--- config.mk ---
export PLATFORM = sky130hd
export DESIGN_NAME = mult6_arbiter
export DESIGN_NICKNAME = d
export VERILOG_FILES = /design/src/rtl/mult6_pkg.sv /design/src/rtl/rr_arb2.sv /design/src/rtl/mult6_arbiter.sv
export SDC_FILE = /design/constraint.sdc
export NUM_CORES = 1
export LEC_CHECK = 0
export BUFFER_PORTS_ARGS = -buffer_cell sky130_fd_sc_hd__buf_2
export CORE_MARGIN = 8
export CORE_UTILIZATION = 29
export CTS_BUF_LIST = sky130_fd_sc_hd__clkbuf_8 sky130_fd_sc_hd__clkbuf_16
export DETAILED_ROUTE_END_ITERATION = 7
export GPL_TIMING_DRIVEN = 1
export SETUP_SLACK_MARGIN = 0.5
export SLEW_MARGIN = 10
export SYNTH_ARGS = -nofsm -noshare
export SYNTH_HDL_FRONTEND = slang
export SYNTH_SLANG_ARGS = --single-unit
--- constraint.sdc ---
create_clock -name clk -period 3.94 [get_ports clk]
set_input_delay 0.591 -clock clk [delete_from_list [all_inputs] [get_ports clk]]
set_output_delay 0.591 -clock clk [all_outputs]
set_load 0.01 [all_outputs]
--- src/rtl/mult6_pkg.sv ---
// Shared types and constants for the two-requester 6x6 multiplier arbiter.
package mult6_pkg;

  localparam int OP_W           = 6;
  localparam int PROD_W         = 12;
  localparam int N_REQ          = 2;
  localparam int CNT_W          = 8;
  localparam int MUL_CYCLES_DEF = 8;

  typedef enum logic [1:0] {
    IDLE   = 2'd0,
    LAUNCH = 2'd1,
    WAIT   = 2'd2,
    RESP   = 2'd3
  } state_e;

endpackage

--- src/rtl/rr_arb2.sv ---
// Two-input round-robin grant; the last_grant history moves only when a grant is taken.
module rr_arb2
  import mult6_pkg::*;
(
  input  logic             clk,
  input  logic             rst,
  input  logic [N_REQ-1:0] req,
  input  logic             update,
  output logic [N_REQ-1:0] grant
);

  logic last_grant_q;
  logic last_grant_d;

  // A tie goes to whoever was not served last; a lone request always wins.
  always_comb begin
    grant = req;
    if (req == 2'b11) begin
      grant = last_grant_q ? 2'b01 : 2'b10;
    end
  end

  always_comb begin
    last_grant_d = last_grant_q;
    if (update) begin
      last_grant_d = grant[1];
    end
  end

  always_ff @(posedge clk or posedge rst) begin
    if (rst) begin
      last_grant_q <= 1'b1;
    end else begin
      last_grant_q <= last_grant_d;
    end
  end

endmodule

--- src/rtl/mult6_arbiter.sv ---
// Shares one signed 6x6 multiplier between two requesters; the multiplier has no
// done flag, so the result is captured a fixed MUL_CYCLES after the start pulse.
module mult6_arbiter
  import mult6_pkg::*;
#(
  parameter int MUL_CYCLES = MUL_CYCLES_DEF
) (
  input  logic              clk,
  input  logic              rst,
  input  logic [N_REQ-1:0]  req_valid,
  output logic [N_REQ-1:0]  req_ready,
  input  logic [OP_W-1:0]   a0,
  input  logic [OP_W-1:0]   b0,
  input  logic [OP_W-1:0]   a1,
  input  logic [OP_W-1:0]   b1,
  output logic [N_REQ-1:0]  resp_valid,
  input  logic [N_REQ-1:0]  resp_ready,
  output logic [PROD_W-1:0] resp_c,
  output logic              resp_neg,
  output logic [OP_W-1:0]   mul_a,
  output logic [OP_W-1:0]   mul_b,
  output logic              mul_start,
  input  logic [PROD_W-1:0] mul_c,
  input  logic              mul_neg,
  output logic              busy
);

  localparam logic [CNT_W-1:0] CNT_LOAD = CNT_W'(MUL_CYCLES - 1);

  state_e             state_q;
  logic [CNT_W-1:0]   cnt_q;
  logic               id_q;
  logic [OP_W-1:0]    a_q, b_q;
  logic [OP_W-1:0]    a_d, b_d;
  logic [PROD_W-1:0]  c_q;
  logic               neg_q;
  logic               mul_start_q;
  logic               busy_q;
  logic [N_REQ-1:0]   resp_valid_q;
  logic [N_REQ-1:0]   grant;
  logic               in_idle;
  logic               accept;

  assign in_idle = (state_q == IDLE);
  assign accept  = in_idle && (|req_valid);

  rr_arb2 u_arb (
    .clk    (clk),
    .rst    (rst),
    .req    (req_valid),
    .update (accept),
    .grant  (grant)
  );

  generate
    for (genvar gi = 0; gi < N_REQ; gi++) begin : g_ready
      assign req_ready[gi] = in_idle & grant[gi];
    end
  endgenerate

  assign a_d = grant[1] ? a1 : a0;
  assign b_d = grant[1] ? b1 : b0;

  always_ff @(posedge clk or posedge rst) begin
    if (rst) begin
      state_q      <= IDLE;
      cnt_q        <= '0;
      id_q         <= 1'b0;
      a_q          <= '0;
      b_q          <= '0;
      c_q          <= '0;
      neg_q        <= 1'b0;
      mul_start_q  <= 1'b0;
      busy_q       <= 1'b0;
      resp_valid_q <= '0;
    end else begin
      case (state_q)
        IDLE: begin
          if (accept) begin
            a_q         <= a_d;
            b_q         <= b_d;
            id_q        <= grant[1];
            mul_start_q <= 1'b1;
            busy_q      <= 1'b1;
            state_q     <= LAUNCH;
          end
        end
        LAUNCH: begin
          mul_start_q <= 1'b0;
          cnt_q       <= CNT_LOAD;
          state_q     <= WAIT;
        end
        WAIT: begin
          if (cnt_q == '0) begin
            c_q          <= mul_c;
            neg_q        <= mul_neg;
            resp_valid_q <= {id_q, ~id_q};
            state_q      <= RESP;
          end else begin
            cnt_q <= cnt_q - 1'b1;
          end
        end
        RESP: begin
          // Only the granted requester's ready can retire the result.
          if (resp_ready[id_q]) begin
            resp_valid_q <= '0;
            busy_q       <= 1'b0;
            state_q      <= IDLE;
          end
        end
        default: state_q <= IDLE;
      endcase
    end
  end

  assign resp_valid = resp_valid_q;
  assign resp_c     = c_q;
  assign resp_neg   = neg_q;
  assign mul_a      = a_q;
  assign mul_b      = b_q;
  assign mul_start  = mul_start_q;
  assign busy       = busy_q;

endmodule

==> out/results.tsv <==
stage	metric	value	unit
global_route	grt_pass1_wl	7730	µm
logic_synthesis	synth_xor_area_share	0.441	%
timing	fmax	490	MHz
detailed_routing	routed_wl	4390	µm
floorplan	core_area	6720	µm²
timing	maxSlewViolCount	0	
logic_synthesis	syn-instance-count	173	
cts	cts_tree	built	
timing	worst_hold_slack	0.300	ns
detailed_routing	wl_per_cell	13.2	µm
worst_setup_path	crit_path_end_kind	primary output	
timing	period_share	51.8	%
logic_synthesis	synth_compound_area_share	11.8	%
floorplan	die_x	98.7	µm
logic_synthesis	synth_top_area_share	50.4	%
logic_synthesis	synth_top_family_by_area	multiplexers	
timing	period_needed	2.04	ns
logic_synthesis	synth_fa_ha_area_share	3.78	%
logic_synthesis	ys.flop_type	dfrtp_1	
worst_setup_path	cp_cell_sequence	buf_2 -> a21boi_1 -> buf_4 -> and2_1 -> buf_2	
worst_setup_path	crit_type	in2out	
worst_setup_path	reg2reg_from	state_q[0]$_DFFE_PP0P_	
cts	cts.sinks	41	
floorplan	core.rowCount	30	
finish	fillers	665	
detailed_routing	first_pass_iters	4	
cts	cts.htree.levels	2	
timing	tightest_slew	0.467	ns
worst_setup_path	slowest_stage	buf_4	
logic_synthesis	yosys-top-cells-area	dfrtp_1 50%, mux2_4 7.6%, mux2i_1 7.1%, nand2_1 4.0%, ha_1 3.8%	
cts	cts_setup_buffers	0	
logic_synthesis	synth.largest_area_cell	dfrtp_1	
floorplan	die_h	98.7	µm
timing	final.setup.tns	0	ns
cts	post_cts_resized	0	
cts	cts_root_buf	clkbuf_8	
floorplan	dieArea	9750	µm²
finish	post_layout_nonfiller_instances	332	
detailed_routing	viasPerCell	4.67	
detailed_routing	antenna_left	0	
run_status	status	completed	
logic_synthesis	ys_seq_area_share	51.7	%
power	ir_drop	0.145	mV
placement	hpwl	3410	µm
finish	antennaDiodeCount	0	
global_route	grt_pass1_vias	1709	
power	fin_total_pwr	1.70	mW
placement	port_buffers	73	
finish	multi_input_area	897	µm²
placement	gp_congestion	0.800	
finish	area_delta_synth_final	29.2	%
cts	clk_pin_slew	0.08	ns
global_route	grt_max_degree	30	
worst_setup_path	crit_fanout	13	
finish	regArea	1030	µm²
worst_setup_path	startpoint	req_valid[1]	
worst_setup_path	cp-start-kind	input pin	
worst_setup_path	critPathMostFrequentCell	buf_2	
floorplan	start_util	29.6	%
cts	cts_hold_buffers	0	
global_route	track_usage	9.50	%
logic_synthesis	synth_edf_count	0	
worst_setup_path	path_buf_inv	3	
cts	cts-buffers-inserted	5	
detailed_routing	vias	1551	
worst_setup_path	cpPeakStageDelay	0.25	ns
finish	drive_above_1_share	42.1	%
logic_synthesis	synth_async_sr_flop_share	100	%
logic_synthesis	synthMuxAreaShare	17.5	%
worst_setup_path	cp_data_arrival_time	1.45	ns
finish	stdcell_area	2570	µm²
timing	setup_viol	0	
worst_setup_path	cpLargestDelayFamily	buffers and inverters	
flow_run	max_cap_viol_count	0	
worst_setup_path	worstPathRequired	3.35	ns
logic_synthesis	synth_common_cells	40 x dfrtp_1, 21 x nand2_1, 14 x mux2i_1	
logic_synthesis	yosysMostFrequentCell	dfrtp_1	
cts	cts_buffer_depth	2	
timing	fin_skew	0.00454	ns
hold_path	hold_path.class	in2async	
logic_synthesis	syn_avg_cell_area	11.5	µm²
finish	layout.nets	300	
logic_synthesis	synth_nets	222	
power	leakage	1.34	nW
timing	hold_viol	0	
placement	post-place-cells	324	
logic_synthesis	synth_cell_types	42	
global_route	grt_antenna_before_repair	0	
placement	dpl_cell_area	2450	µm²
cts	worstSkewPairLatency	0.29	ns
timing	slew_headroom	68.9	%
floorplan	pin_count	74	
detailed_routing	first_iter_violations	52	
logic_synthesis	netlist_area	1990	µm²
logic_synthesis	synthSimpleGateAreaFrac	11.7	%
power	power_density	663	nW/µm²
logic_synthesis	synth_warnings	0	
detailed_routing	drc	0	
logic_synthesis	synth-seq-cells	41	
global_route	grt-ovfl-total	0	
timing	rsz0062_at_grt	no	
## through the flow
| step | utilization, % | setup slack [ns] |
|---|---|---|
| 2_1_floorplan | - | 2.12 |
| 5_1_grt | 38.2 | 1.72 |
| 3_5_place_dp | 36.4 | 1.88 |
| 6_report | 38.2 | 1.90 |
| 3_3_place_gp | 36.4 | 1.92 |
| 4_1_cts | 38.2 | 1.88 |
## layout by cell type (no fill, tap or decap), types with 5 or more instances in the layout
cell	Yosys	layout
nor2_1	6	6
mux2i_1	14	14
ha_1	6	6
a21oi_1	6	6
mux2_2	5	5
clkbuf_8	0	6
buf_2	1	73
inv_1	9	9
dfrtp_1	40	40
nand2_1	21	21
mux2_4	10	10
o21ai_0	12	12
## registers in the layout, summed over array words and instances (netlist names), 2 cells and up
signal	count
mul_b	6
cnt_q	8
mul_a	6
state_q	2
resp_c	12
resp_valid	2
## worst reg2reg max path: cells and delay by family (launching register included)
kind                     cells  cell delay (ns)
multiplexers                 1             0.22
buffers and inverters        1             0.11
adder cells (fa/ha/maj)      1             0.44
AND/OR/NAND/NOR              3             0.74
flip-flops                   1             0.41
## cells by family after synthesis
logic type | after synthesis
AND/OR/NAND/NOR | 45
flip-flops | 41
AO/OA/AOI/OAI | 37
multiplexers | 29
buffers and inverters | 14
adder cells (fa/ha/maj) | 6
XOR/XNOR | 1
## power by group
group	internal, mW	switching [mW]	total, mW
registers	0.577	0.0902	0.668
logic	0.311	0.369	0.681
clock network	0.206	0.147	0.353
total	1.09	0.606	1.70
## per-layer routing
metal	track usage (%)	routed length, µm	up-vias
li1	-	-	764
met2	15.6	2120	47
met3	3.10	249	4
met4	4.13	61	0
met1	11.0	1960	736
met5	0	0	-
## area by class of cell
cell class	count	area share [%]
clock inverters	2	1.46
well taps	80	3.90
inverters	9	1.32
clock buffers	6	3.22
multi-input cells	118	35.0
repair buffers	76	15.1
flip-flops and latches	41	40.0
## path summary, 6_finish.rpt
path                                                        to  slack (ns)  cells after the start
worst min-delay path                    resp_c[10]$_DFFE_PP0P_        0.30                      2
worst min register to register            mul_a[2]$_DFFE_PP0P_        0.48                      2
worst max-delay path                              req_ready[1]        1.90                      5
worst max register to register            cnt_q[5]$_DFFE_PP0P_        1.95                      6
max in group asynchronous       u_arb.last_grant_q$_DFFE_PP1P_        2.85                      3
min in group clk                          mul_a[2]$_DFFE_PP0P_        0.48                      2
(Power assumes the default switching activity.)
